<file path="config.mk">
export PLATFORM = sky130hd
export DESIGN_NAME = slow_peripheral_bridge_arbiter
export DESIGN_NICKNAME = d
export VERILOG_FILES = /design/src/rtl/spb_arb_pkg.sv /design/src/rtl/spb_arb_id_fifo.sv /design/src/rtl/slow_peripheral_bridge_arbiter.sv
export SDC_FILE = /design/constraint.sdc
export NUM_CORES = 1
export LEC_CHECK = 0
export ABC_CLOCK_PERIOD_IN_PS = 2800
export CAP_MARGIN = 0
export CORE_AREA = 2 2 81 83
export DETAILED_ROUTE_END_ITERATION = 10
export DIE_AREA = 0 0 83 85
export DONT_BUFFER_PORTS = 1
export PLACE_DENSITY = 0.5
export SYNTH_ARGS = -nofsm -noshare
export SYNTH_HDL_FRONTEND = slang
export SYNTH_SLANG_ARGS = --single-unit
</file>
<file path="constraint.sdc">
create_clock -name clk -period 2.8 [get_ports clk]
set_input_delay 0.56 -clock clk [delete_from_list [all_inputs] [get_ports clk]]
set_output_delay 0.56 -clock clk [all_outputs]
set_load 0.02 [all_outputs]
</file>
<file path="src/rtl/spb_arb_pkg.sv">
// ----------------------------------------------------------------------------
// spb_arb_pkg : shared types and helpers for the slow peripheral bridge arbiter
// Revision    : 1.0
// ----------------------------------------------------------------------------
`default_nettype none

package spb_arb_pkg;

  typedef enum logic [0:0] {
    IDLE = 1'b0,
    BUSY = 1'b1
  } arb_state_e;

  localparam int BE_W = 4;

  // Master ID width, never narrower than one bit.
  function automatic int clog2_min1(input int n);
    return (n <= 2) ? 1 : $clog2(n);
  endfunction

endpackage

`default_nettype wire

</file>
<file path="src/rtl/spb_arb_id_fifo.sv">
// ----------------------------------------------------------------------------
// spb_arb_id_fifo : synchronous FIFO holding master IDs of outstanding reads
// Revision        : 1.0
// ----------------------------------------------------------------------------
`default_nettype none

module spb_arb_id_fifo #(
  parameter int WIDTH = 1,
  parameter int DEPTH = 8
) (
  input  logic             clk,
  input  logic             reset_n,
  input  logic             push,
  input  logic             pop,
  input  logic [WIDTH-1:0] din,
  output logic [WIDTH-1:0] dout,
  output logic             full,
  output logic             empty
);

  localparam int AW = $clog2(DEPTH);
  localparam int PW = AW + 1;

  logic [WIDTH-1:0] mem_q [DEPTH];
  logic [PW-1:0]    wr_ptr_q;
  logic [PW-1:0]    rd_ptr_q;
  logic [PW-1:0]    count_q;
  logic             do_push;
  logic             do_pop;

  assign empty   = (count_q == '0);
  assign full    = (count_q == PW'(DEPTH));
  assign do_pop  = pop & ~empty;
  // A pop in the same cycle frees a slot, so a push into a full FIFO is legal then.
  assign do_push = push & (~full | do_pop);
  assign dout    = mem_q[rd_ptr_q[AW-1:0]];

  always_ff @(posedge clk) begin
    if (do_push) begin
      mem_q[wr_ptr_q[AW-1:0]] <= din;
    end
  end

  always_ff @(posedge clk) begin
    if (!reset_n) begin
      wr_ptr_q <= '0;
      rd_ptr_q <= '0;
      count_q  <= '0;
    end else begin
      if (do_push) begin
        wr_ptr_q <= (wr_ptr_q == PW'(DEPTH - 1)) ? '0 : wr_ptr_q + 1'b1;
      end
      if (do_pop) begin
        rd_ptr_q <= (rd_ptr_q == PW'(DEPTH - 1)) ? '0 : rd_ptr_q + 1'b1;
      end
      case ({do_push, do_pop})
        2'b10:   count_q <= count_q + 1'b1;
        2'b01:   count_q <= count_q - 1'b1;
        default: count_q <= count_q;
      endcase
    end
  end

endmodule

`default_nettype wire

</file>
<file path="src/rtl/slow_peripheral_bridge_arbiter.sv">
// ----------------------------------------------------------------------------
// slow_peripheral_bridge_arbiter : round-robin Avalon-MM arbiter in front of
// the slow peripheral bridge slave port, with read-response routing.
// Option macro SPB_ARB_FIXED_PRIO_EN selects fixed priority (master 0 first).
// Revision : 1.0
// ----------------------------------------------------------------------------
`default_nettype none

module slow_peripheral_bridge_arbiter
  import spb_arb_pkg::*;
#(
  parameter int NUM_MASTERS = 2,
  parameter int ADDR_W      = 7,
  parameter int DATA_W      = 32,
  parameter int MAX_PENDING = 8
) (
  input  logic                          clk,
  input  logic                          reset_n,
  input  logic [NUM_MASTERS*ADDR_W-1:0] m_address,
  input  logic [NUM_MASTERS*BE_W-1:0]   m_byteenable,
  input  logic [NUM_MASTERS*DATA_W-1:0] m_writedata,
  input  logic [NUM_MASTERS-1:0]        m_read,
  input  logic [NUM_MASTERS-1:0]        m_write,
  output logic [NUM_MASTERS-1:0]        m_waitrequest,
  output logic [DATA_W-1:0]             m_readdata,
  output logic [NUM_MASTERS-1:0]        m_readdatavalid,
  output logic                          m_endofpacket,
  output logic [ADDR_W-1:0]             s_address,
  output logic [BE_W-1:0]               s_byteenable,
  output logic [DATA_W-1:0]             s_writedata,
  output logic                          s_read,
  output logic                          s_write,
  input  logic                          s_waitrequest,
  input  logic [DATA_W-1:0]             s_readdata,
  input  logic                          s_readdatavalid,
  input  logic                          s_endofpacket,
  output logic                          rsp_error
);

  localparam int ID_W = clog2_min1(NUM_MASTERS);

  arb_state_e               state_q;
  logic [ID_W-1:0]          grant_idx_q;
  logic                     rsp_error_q;
  logic [ID_W-1:0]          pick_idx;
  logic [NUM_MASTERS-1:0]   elig;
  logic                     busy;
  logic                     granted_req;
  logic                     accept;
  logic                     fifo_full;
  logic                     fifo_empty;
  logic                     fifo_pop;
  logic [ID_W-1:0]          fifo_dout;

  assign busy        = (state_q == BUSY);
  assign elig        = m_write | (m_read & {NUM_MASTERS{~fifo_full}});
  assign granted_req = m_read[grant_idx_q] | m_write[grant_idx_q];

  assign s_address    = m_address[int'(grant_idx_q)*ADDR_W +: ADDR_W];
  assign s_byteenable = m_byteenable[int'(grant_idx_q)*BE_W +: BE_W];
  assign s_writedata  = m_writedata[int'(grant_idx_q)*DATA_W +: DATA_W];
  assign s_read       = busy & m_read[grant_idx_q];
  assign s_write      = busy & m_write[grant_idx_q];
  assign accept       = (s_read | s_write) & ~s_waitrequest;

  assign m_readdata    = s_readdata;
  assign m_endofpacket = s_endofpacket;
  assign fifo_pop      = s_readdatavalid & ~fifo_empty;
  assign rsp_error     = rsp_error_q;

`ifdef SPB_ARB_FIXED_PRIO_EN
  always_comb begin
    pick_idx = '0;
    for (int i = NUM_MASTERS - 1; i >= 0; i--) begin
      if (elig[i]) pick_idx = ID_W'(i);
    end
  end
`else
  logic [ID_W-1:0] rr_ptr_q;
  logic [ID_W-1:0] next_ptr;

  assign next_ptr = (grant_idx_q == ID_W'(NUM_MASTERS - 1)) ? '0 : grant_idx_q + 1'b1;

  // Scan downward so the last hit is the first eligible index at or after rr_ptr.
  always_comb begin
    int idx;
    idx      = 0;
    pick_idx = '0;
    for (int k = NUM_MASTERS - 1; k >= 0; k--) begin
      idx = (int'(rr_ptr_q) + k) % NUM_MASTERS;
      if (elig[idx[ID_W-1:0]]) pick_idx = idx[ID_W-1:0];
    end
  end

  always_ff @(posedge clk) begin
    if (!reset_n) begin
      rr_ptr_q <= '0;
    end else if (accept) begin
      rr_ptr_q <= next_ptr;
    end
  end
`endif

  always_ff @(posedge clk) begin
    if (!reset_n) begin
      state_q     <= IDLE;
      grant_idx_q <= '0;
      rsp_error_q <= 1'b0;
    end else begin
      case (state_q)
        IDLE: begin
          if (|elig) begin
            grant_idx_q <= pick_idx;
            state_q     <= BUSY;
          end
        end
        BUSY: begin
          // A master that withdraws its request loses the grant without issuing.
          if (accept || !granted_req) state_q <= IDLE;
        end
        default: state_q <= IDLE;
      endcase
      if (s_readdatavalid && fifo_empty) rsp_error_q <= 1'b1;
    end
  end

  always_comb begin
    m_waitrequest = '1;
    if (busy) m_waitrequest[grant_idx_q] = s_waitrequest;
  end

  always_comb begin
    m_readdatavalid = '0;
    if (fifo_pop) m_readdatavalid[fifo_dout] = 1'b1;
  end

  spb_arb_id_fifo #(
    .WIDTH (ID_W),
    .DEPTH (MAX_PENDING)
  ) u_id_fifo (
    .clk     (clk),
    .reset_n (reset_n),
    .push    (accept & s_read),
    .pop     (fifo_pop),
    .din     (grant_idx_q),
    .dout    (fifo_dout),
    .full    (fifo_full),
    .empty   (fifo_empty)
  );

endmodule

`default_nettype wire

</file>
* After elaboration in Yosys (flattened, before gate mapping)
Memories as Yosys holds them, arrays and structs flattened. A register that Yosys moved wholly into a read port is not among the register bits.
Index checks and enable logic that the tools add are counted.
** Word-level totals
- Memory bits (read-only) :: 0
- Logic and storage cells :: 83
- Bits of input ports :: 127
- Memories kept :: 1
- Latch bits :: 0
- Output and inout port bits :: 83
- Register bits :: 16
- Bits in writable memories :: 8
** Memories
- u_id_fifo.mem_q :: words 8, bits a word 1, read ports 1, clocked after Yosys merged registers in 1, wr ports 1, RTL line spb_arb_id_fifo.sv:24 : logic [WIDTH-1:0] mem_q [DEPTH];
** Cells by class
- $add $sub $neg :: 6
- Reductions and logical operators :: 9
- Equality and inequality tests :: 5
- Magnitude comparators :: 6
- Div/mod/pow operators :: 0
- Shift operators :: 3
- Muxes and demuxes :: 27
- $mul :: 1
- Bitwise operators :: 18
** Operators by type and width (number)
- $shiftx A64 B7 Y32 :: 1
- $mux W1 :: 17
- $shiftx A14 B5 Y7 :: 1
- $add A4 B1 Y4 const B :: 3
- $eq A4 B3 Y1 const B :: 2
- $lt A1 B2 Y1 const B :: 4
- $mux W4 :: 2
- $pmux W4 S2 :: 1
- $shiftx A8 B4 Y4 :: 1
- $and A1 B1 Y1 :: 7
- $mux W3 :: 2
- $eq A4 B4 Y1 const B :: 1
- $logic_not A4 Y1 :: 1
- $mul A1 B3 Y4 const B :: 1
- $mux W2 :: 2
- $not A1 Y1 :: 4
- $or A2 B2 Y2 :: 2
- $sub A4 B1 Y4 const B :: 1
- $logic_and A1 B1 Y1 :: 3
- $or A1 B1 Y1 :: 3
- $add A1 B1 Y1 const B :: 2
- $and A2 B2 Y2 :: 1
- $demux W1 S1 :: 2
- $eq A2 B1 Y1 const B :: 1
- 9 further kinds :: 10

* Longest topological paths before layout
- Depth after elaboration :: 9
- Mapped depth :: 12
- Mapped depth without buffers :: 10

* Hierarchy
Synthesis repeated with hierarchy kept, for this count alone.
** Unflattened totals
- Cells, all modules :: 235
- Area total of the unflattened synthesis :: 2222.1 um^2
** Modules (own cells, without submodules)
- spb_arb_id_fifo :: sequential area each 540.5 um^2, cells each 117, times used 1, area each 1174.9 um^2
- slow_peripheral_bridge_arbiter :: sequential area each 80.1 um^2, cells each 118, times used 1, area each 1047.3 um^2

* Least setup slack after synthesis
No wires, ideal clock.
- Path type :: register to register
- Start :: reg grant_idx_q
- End :: reg u_id_fifo.count_q[3]
- Setup slack :: 293 ps
- Data required time :: 2680 ps
- Buffers on the path :: 2
- Arrival time :: 2387 ps
- Cell stages (with the launch flop) :: 13
- Library setup time :: 120 ps
- Clock period less this slack :: 2507 ps
- Cells stage by stage :: dfxtp_1 > buf_4 > mux2i_1 > nand2b_1 > buf_6 > nand2_1 > inv_1 > ha_1 > a21o_1 > a21oi_1 > nand3_1 > and3_1 > o31a_1
** On the way
- Word-level cells in the longest chain between the ends :: 9
- Elaborated cells between the ends (all ways) :: 14
- Classes of those cells :: eq/ne (2); mux (5); bitwise (6); reduce/logical (1)
** Ends and longest elaborated chain
- start, declared :: RTL line slow_peripheral_bridge_arbiter.sv:43 : logic [ID_W-1:0] grant_idx_q;
- start signal, assigned :: RTL line slow_peripheral_bridge_arbiter.sv:113 : grant_idx_q <= pick_idx;
- $mux W1, on equally long branches (2 in a row) :: RTL line slow_peripheral_bridge_arbiter.sv:62, slow_peripheral_bridge_arbiter.sv:63
- $and A1 B1 Y1, on equally long branches :: RTL line slow_peripheral_bridge_arbiter.sv:62, slow_peripheral_bridge_arbiter.sv:63
- $or A1 B1 Y1 :: RTL line slow_peripheral_bridge_arbiter.sv:64 : assign accept = (s_read | s_write) & ~s_waitrequest;
- $and A1 B1 Y1 :: RTL line slow_peripheral_bridge_arbiter.sv:64
- $and A1 B1 Y1 * :: RTL line slow_peripheral_bridge_arbiter.sv:143 : .push (accept & s_read),
- $and A1 B1 Y1 * :: RTL line spb_arb_id_fifo.sv:35 : assign do_push = push & (~full | do_pop);
- $eq A2 B1 Y1 / $eq A2 B2 Y1 (equally long branches) :: RTL line spb_arb_id_fifo.sv:56 : case ({do_push, do_pop})
- $pmux W4 S2 / $reduce_bool A2 Y1 (equally long branches)
- end signal, assigned :: RTL line spb_arb_id_fifo.sv:57 : 2'b10: count_q <= count_q + 1'b1;
- end signal, assigned :: RTL line spb_arb_id_fifo.sv:58 : 2'b01: count_q <= count_q - 1'b1;
- end signal, assigned :: RTL line spb_arb_id_fifo.sv:59 : default: count_q <= count_q;
- end, declared :: RTL line spb_arb_id_fifo.sv:27 : logic [PW-1:0] count_q;
Every way passes the cells marked *; elsewhere a longest branch is shown, timed or not. The select of a mux whose other input is x is not followed.
A chain may end at the register's enable or synchronous reset.

* Worst setup path after layout
- Start :: reg u_id_fifo.count_q[3]
- End :: reg u_id_fifo.count_q[3]
** On the way
- Word-level cells in the longest chain between the ends :: 8
- Elaborated cells between the ends (all ways) :: 14
- Classes of those cells :: add/sub (2); eq/ne (3); mux (1); bitwise (6); reduce/logical (2)
** Ends and longest elaborated chain
- $logic_not A4 Y1 :: RTL line spb_arb_id_fifo.sv:31 : assign empty = (count_q == '0);
- $not A1 Y1 :: RTL line spb_arb_id_fifo.sv:33, slow_peripheral_bridge_arbiter.sv:68
- $and A1 B1 Y1 :: RTL line slow_peripheral_bridge_arbiter.sv:68 : assign fifo_pop = s_readdatavalid & ~fifo_empty;
- $and A1 B1 Y1 :: RTL line spb_arb_id_fifo.sv:33 : assign do_pop = pop & ~empty;
- $or A1 B1 Y1 :: RTL line spb_arb_id_fifo.sv:35
- $and A1 B1 Y1 :: RTL line spb_arb_id_fifo.sv:35
- $eq A2 B1 Y1 / $eq A2 B2 Y1 (equally long branches) :: RTL line spb_arb_id_fifo.sv:56
- $pmux W4 S2 / $reduce_bool A2 Y1 (equally long branches)
Several ways; a longest one is shown, not always the timed one.

==> impl_metrics.csv <==
group,metric,value,unit
cts,cts_tree,"built",
timing,finalCritPeriodShare,95.5,%
synth,synth-seq-area-share,28.2,%
synth,synth-seq-cells,27,
timing,worst_pin_slew,671,ps
placed_design,preCtsSetupSlack,130,ps
pwr,power_frac_clock,18.0,%
placed_design,hpwl,5830,microns
flow_run,maxCapViolations,0,
placed_design,port_buffers,0,
cts,htree_levels,1,
detailed_routing,detail-route-antenna-nets,0,
timing,max_freq,374,MHz
timing,rsz0062_at_grt,"false",
finish,stdcell_area,2070,sq um
synth,synth-compound-area-share,9.04,%
setup_path,start_kind,"flip-flop",
pwr,p_per_area,654,nW/um^2
setup_path,arrival,2860,ps
setup_path,crit_start,"u_id_fifo.count_q[3]",
cts,clockBufferDepth,2,
detailed_routing,routedWlPerCell,25.2,microns
global_route,antenna_found_initial,0,
finish,antennaDiodeCount,0,
pwr,seq_power_share,37.8,%
global_route,gr-usage-all-layers,18.3,%
timing,setup_violations,0,
global_route,grt_max_degree,59,
setup_path,critPathSlowestCell,"or4_1",
finish,area_delta_synth_final,-5.92,%
synth,synthMuxAreaShare,27.7,%
synth,yosys_warnings,0,
cts,cts-hold-fix-buffers,0,
detailed_routing,wl,7010,microns
synth,synth_fa_ha_area_share,3.19,%
placed_design,gp_congestion,0.778,
synth,synth_cells,238,
pwr,combPwrFrac,44.2,%
die,die_h,85,microns
min_path,min_from,"reset_n",
setup_path,rr_startpoint,"u_id_fifo.count_q[3]",
synth,synth-xor-area-share,1.19,%
setup_path,crit_path_max_incr_delay,550,ps
detailed_routing,drtPass1Iterations,4,
synth,mappedNetlistNets,370,
cts,cts.clk_slew.worst_paths,100,ps
setup_path,critPathRequiredTime,2980,ps
die,die_x,83,microns
timing,final-hold-violation-count,0,
cts,cts_root_buf,"clkbuf_8",
synth,avgSynthCellArea,9.24,sq um
setup_path,worstPathCellList,"or4_1, and2_1, nand2_1, inv_1, ha_1, a21o_1, a21oi_1, nand3_1, and3_1, o31a_1",
cts,cts_sinks,27,
global_route,grt_pass1_vias,1530,
synth,synth_top_family_by_area,"multiplexers",
setup_path,worstSetupPathType,"reg2reg",
placed_design,dp_cells,274,
detailed_routing,drc,0,
synth,synth_cell_types,41,
die,ios,210,
pwr,intPower,0.783,mW
die,rows,29,
die,core_area,6200,sq um
pwr,vdd_drop_max,265,uV
finish,finalNetCount,334,
timing,fin_setup_tns,0,ps
pwr,swShare,42.1,%
die,die-area,7060,sq um
detailed_routing,avgViaCountPerCell,5.71,
cts,postCtsResizedCells,0,
pwr,p_sw,0.570,mW
synth,syn_area,2200,sq um
detailed_routing,num_vias,1586,
detailed_routing,first_iter_violations,97,
pwr,p_leak,0.709,nW
finish,drive_above_1_share,27.4,%
cts,cts_buffers,3,
timing,setup_ws,126,ps
outcome,status,"complete, no violations",
timing,max-slew-margin-rel,54.9,%
setup_path,worstPathMaxFanout,6,
min_path,hp-class,"in2reg",
die,start_util,35.5,%
global_route,grt_remaining_overflow,0,
synth,synthSimpleGateAreaFrac,16.5,%
placed_design,place_area,2020,sq um
global_route,grt_first_pass_wirelength,9590,microns
timing,slew_violations,0,
timing,clock_skew,4.60,ps
cts,cts_setup_buffers,0,
finish,layout.cells.non_filler,278,
timing,fin_crit,2670,ps
setup_path,cp-end-kind,"flip-flop",
cts,worstSkewPairLatency,280,ps
[cell usage after synthesis]
master     instances  area [sq um]
mux2_2            43           484
buf_4             34           255
nand2_1           20          75.1
dfxtp_1           19           380
nor2_1            12          45.0
clkbuf_1           9          33.8
edfxtp_1           8           240
mux2i_1            8          80.1
nor2b_1            8          50.1
nor3_1             8          40.0
o21ai_0            8          40.0
a21oi_1            6          30.0
nand2b_1           6          37.5
and2_1             4          25.0
ha_1               4          50.1
a21boi_0           3          22.5
inv_1              3          11.3
o211ai_1           3          22.5
or3_1              3          18.8
a31oi_1            2          12.5
and3_1             2          12.5
mux4_2             2          45.0
nand3_1            2          10.0
nor4_1             2          12.5
or4_1              2          15.0
xnor2_1            2          17.5
a211oi_1           1          7.51
a21o_1             1          7.51
a221oi_1           1          8.76
buf_6              1          11.3
fa_1               1          20.0
nand4_1            1          6.26
nor2_2             1          6.26
o21ai_1            1          5.00
o221ai_1           1          8.76
o2bb2ai_1          1          8.76
o311ai_0           1          8.76
o31a_1             1          8.76
o31ai_1            1          7.51
or3b_2             1          8.76
xor2_1             1          8.76
[through the flow]
step	utilization [%]	power (mW)	hold WS, ps
4_1_cts	33.4	1.37	378
5_1_grt	33.4	1.44	376
3_3_place_gp	32.5	1.11	467
2_1_floorplan	-	1.08	448
6_report	33.4	1.35	391
3_5_place_dp	32.5	1.12	475
[placed cells by master (no fill, tap or decap), types with 2 or more instances in the layout]
cell / n
a21boi_0: 3
a21oi_1: 6
a31oi_1: 2
and2_1: 4
and3_1: 2
buf_4: 3
clkbuf_8: 3
dfxtp_1: 18
edfxtp_1: 8
ha_1: 4
inv_1: 3
mux2_2: 43
mux2i_1: 8
mux4_2: 2
nand2_1: 20
nand2b_1: 6
nand3_1: 2
nor2_1: 12
nor2b_1: 8
nor3_1: 8
nor4_1: 2
o211ai_1: 3
o21ai_0: 8
or3_1: 3
or4_1: 2
xnor2_1: 2
[logic make-up after synthesis]
logic type      count (synthesis)
fa+ha+maj                       5
mux                            53
compound gates                 31
buf+inv                        47
xor+xnor                        3
simple gates                   72
flops                          27
[layout make-up]
class,instances,area [sq um]
Fill cell,647,4140
Multi-Input combinational cell,164,1270
Sequential cell,27,622
Tap cell,77,96.3
Clock buffer,3,41.3
Timing Repair Buffer,3,22.5
Inverter,3,11.3
Clock inverter,1,8.76
[final timing paths]
kind                            cells past startpoint               endpoint  slack, ps
worst max register to register                     10   u_id_fifo.count_q[3]        130
worst min register to register                      2  u_id_fifo.wr_ptr_q[3]        490
worst min-delay path                                1   u_id_fifo.count_q[3]        390
worst max-delay path                               10   u_id_fifo.count_q[3]        130
[critical path, delay by kind of cell (launching register included)]
| kind | cells | cell delay, ps |
|---|---|---|
| buffers and inverters | 1 | 60 |
| DFF | 1 | 370 |
| and+or+nand+nor | 5 | 1180 |
| adders and majority gates | 1 | 270 |
| AOI/OAI and AO/OA | 3 | 690 |
[power by group through the flow]
stage                     Sequential (mW)  Combinational, mW  Clock, mW
after floorplan                     0.505              0.570          0
after global placement              0.519              0.592          0
after detailed placement            0.521              0.596          0
after CTS                           0.511              0.599      0.259
after global routing                0.519              0.654      0.270
final                               0.511              0.598      0.244
[layer usage]
layer  wire length, microns  vias up  GRT usage, %
met5                      0        -             0
met4                     27        0          3.13
met3                    993        4          10.2
met2                   2830      111          24.2
met1                   3160      729          26.1
li1                       -      742             -
No activity file was read; power rests on OpenSTA's default activity.
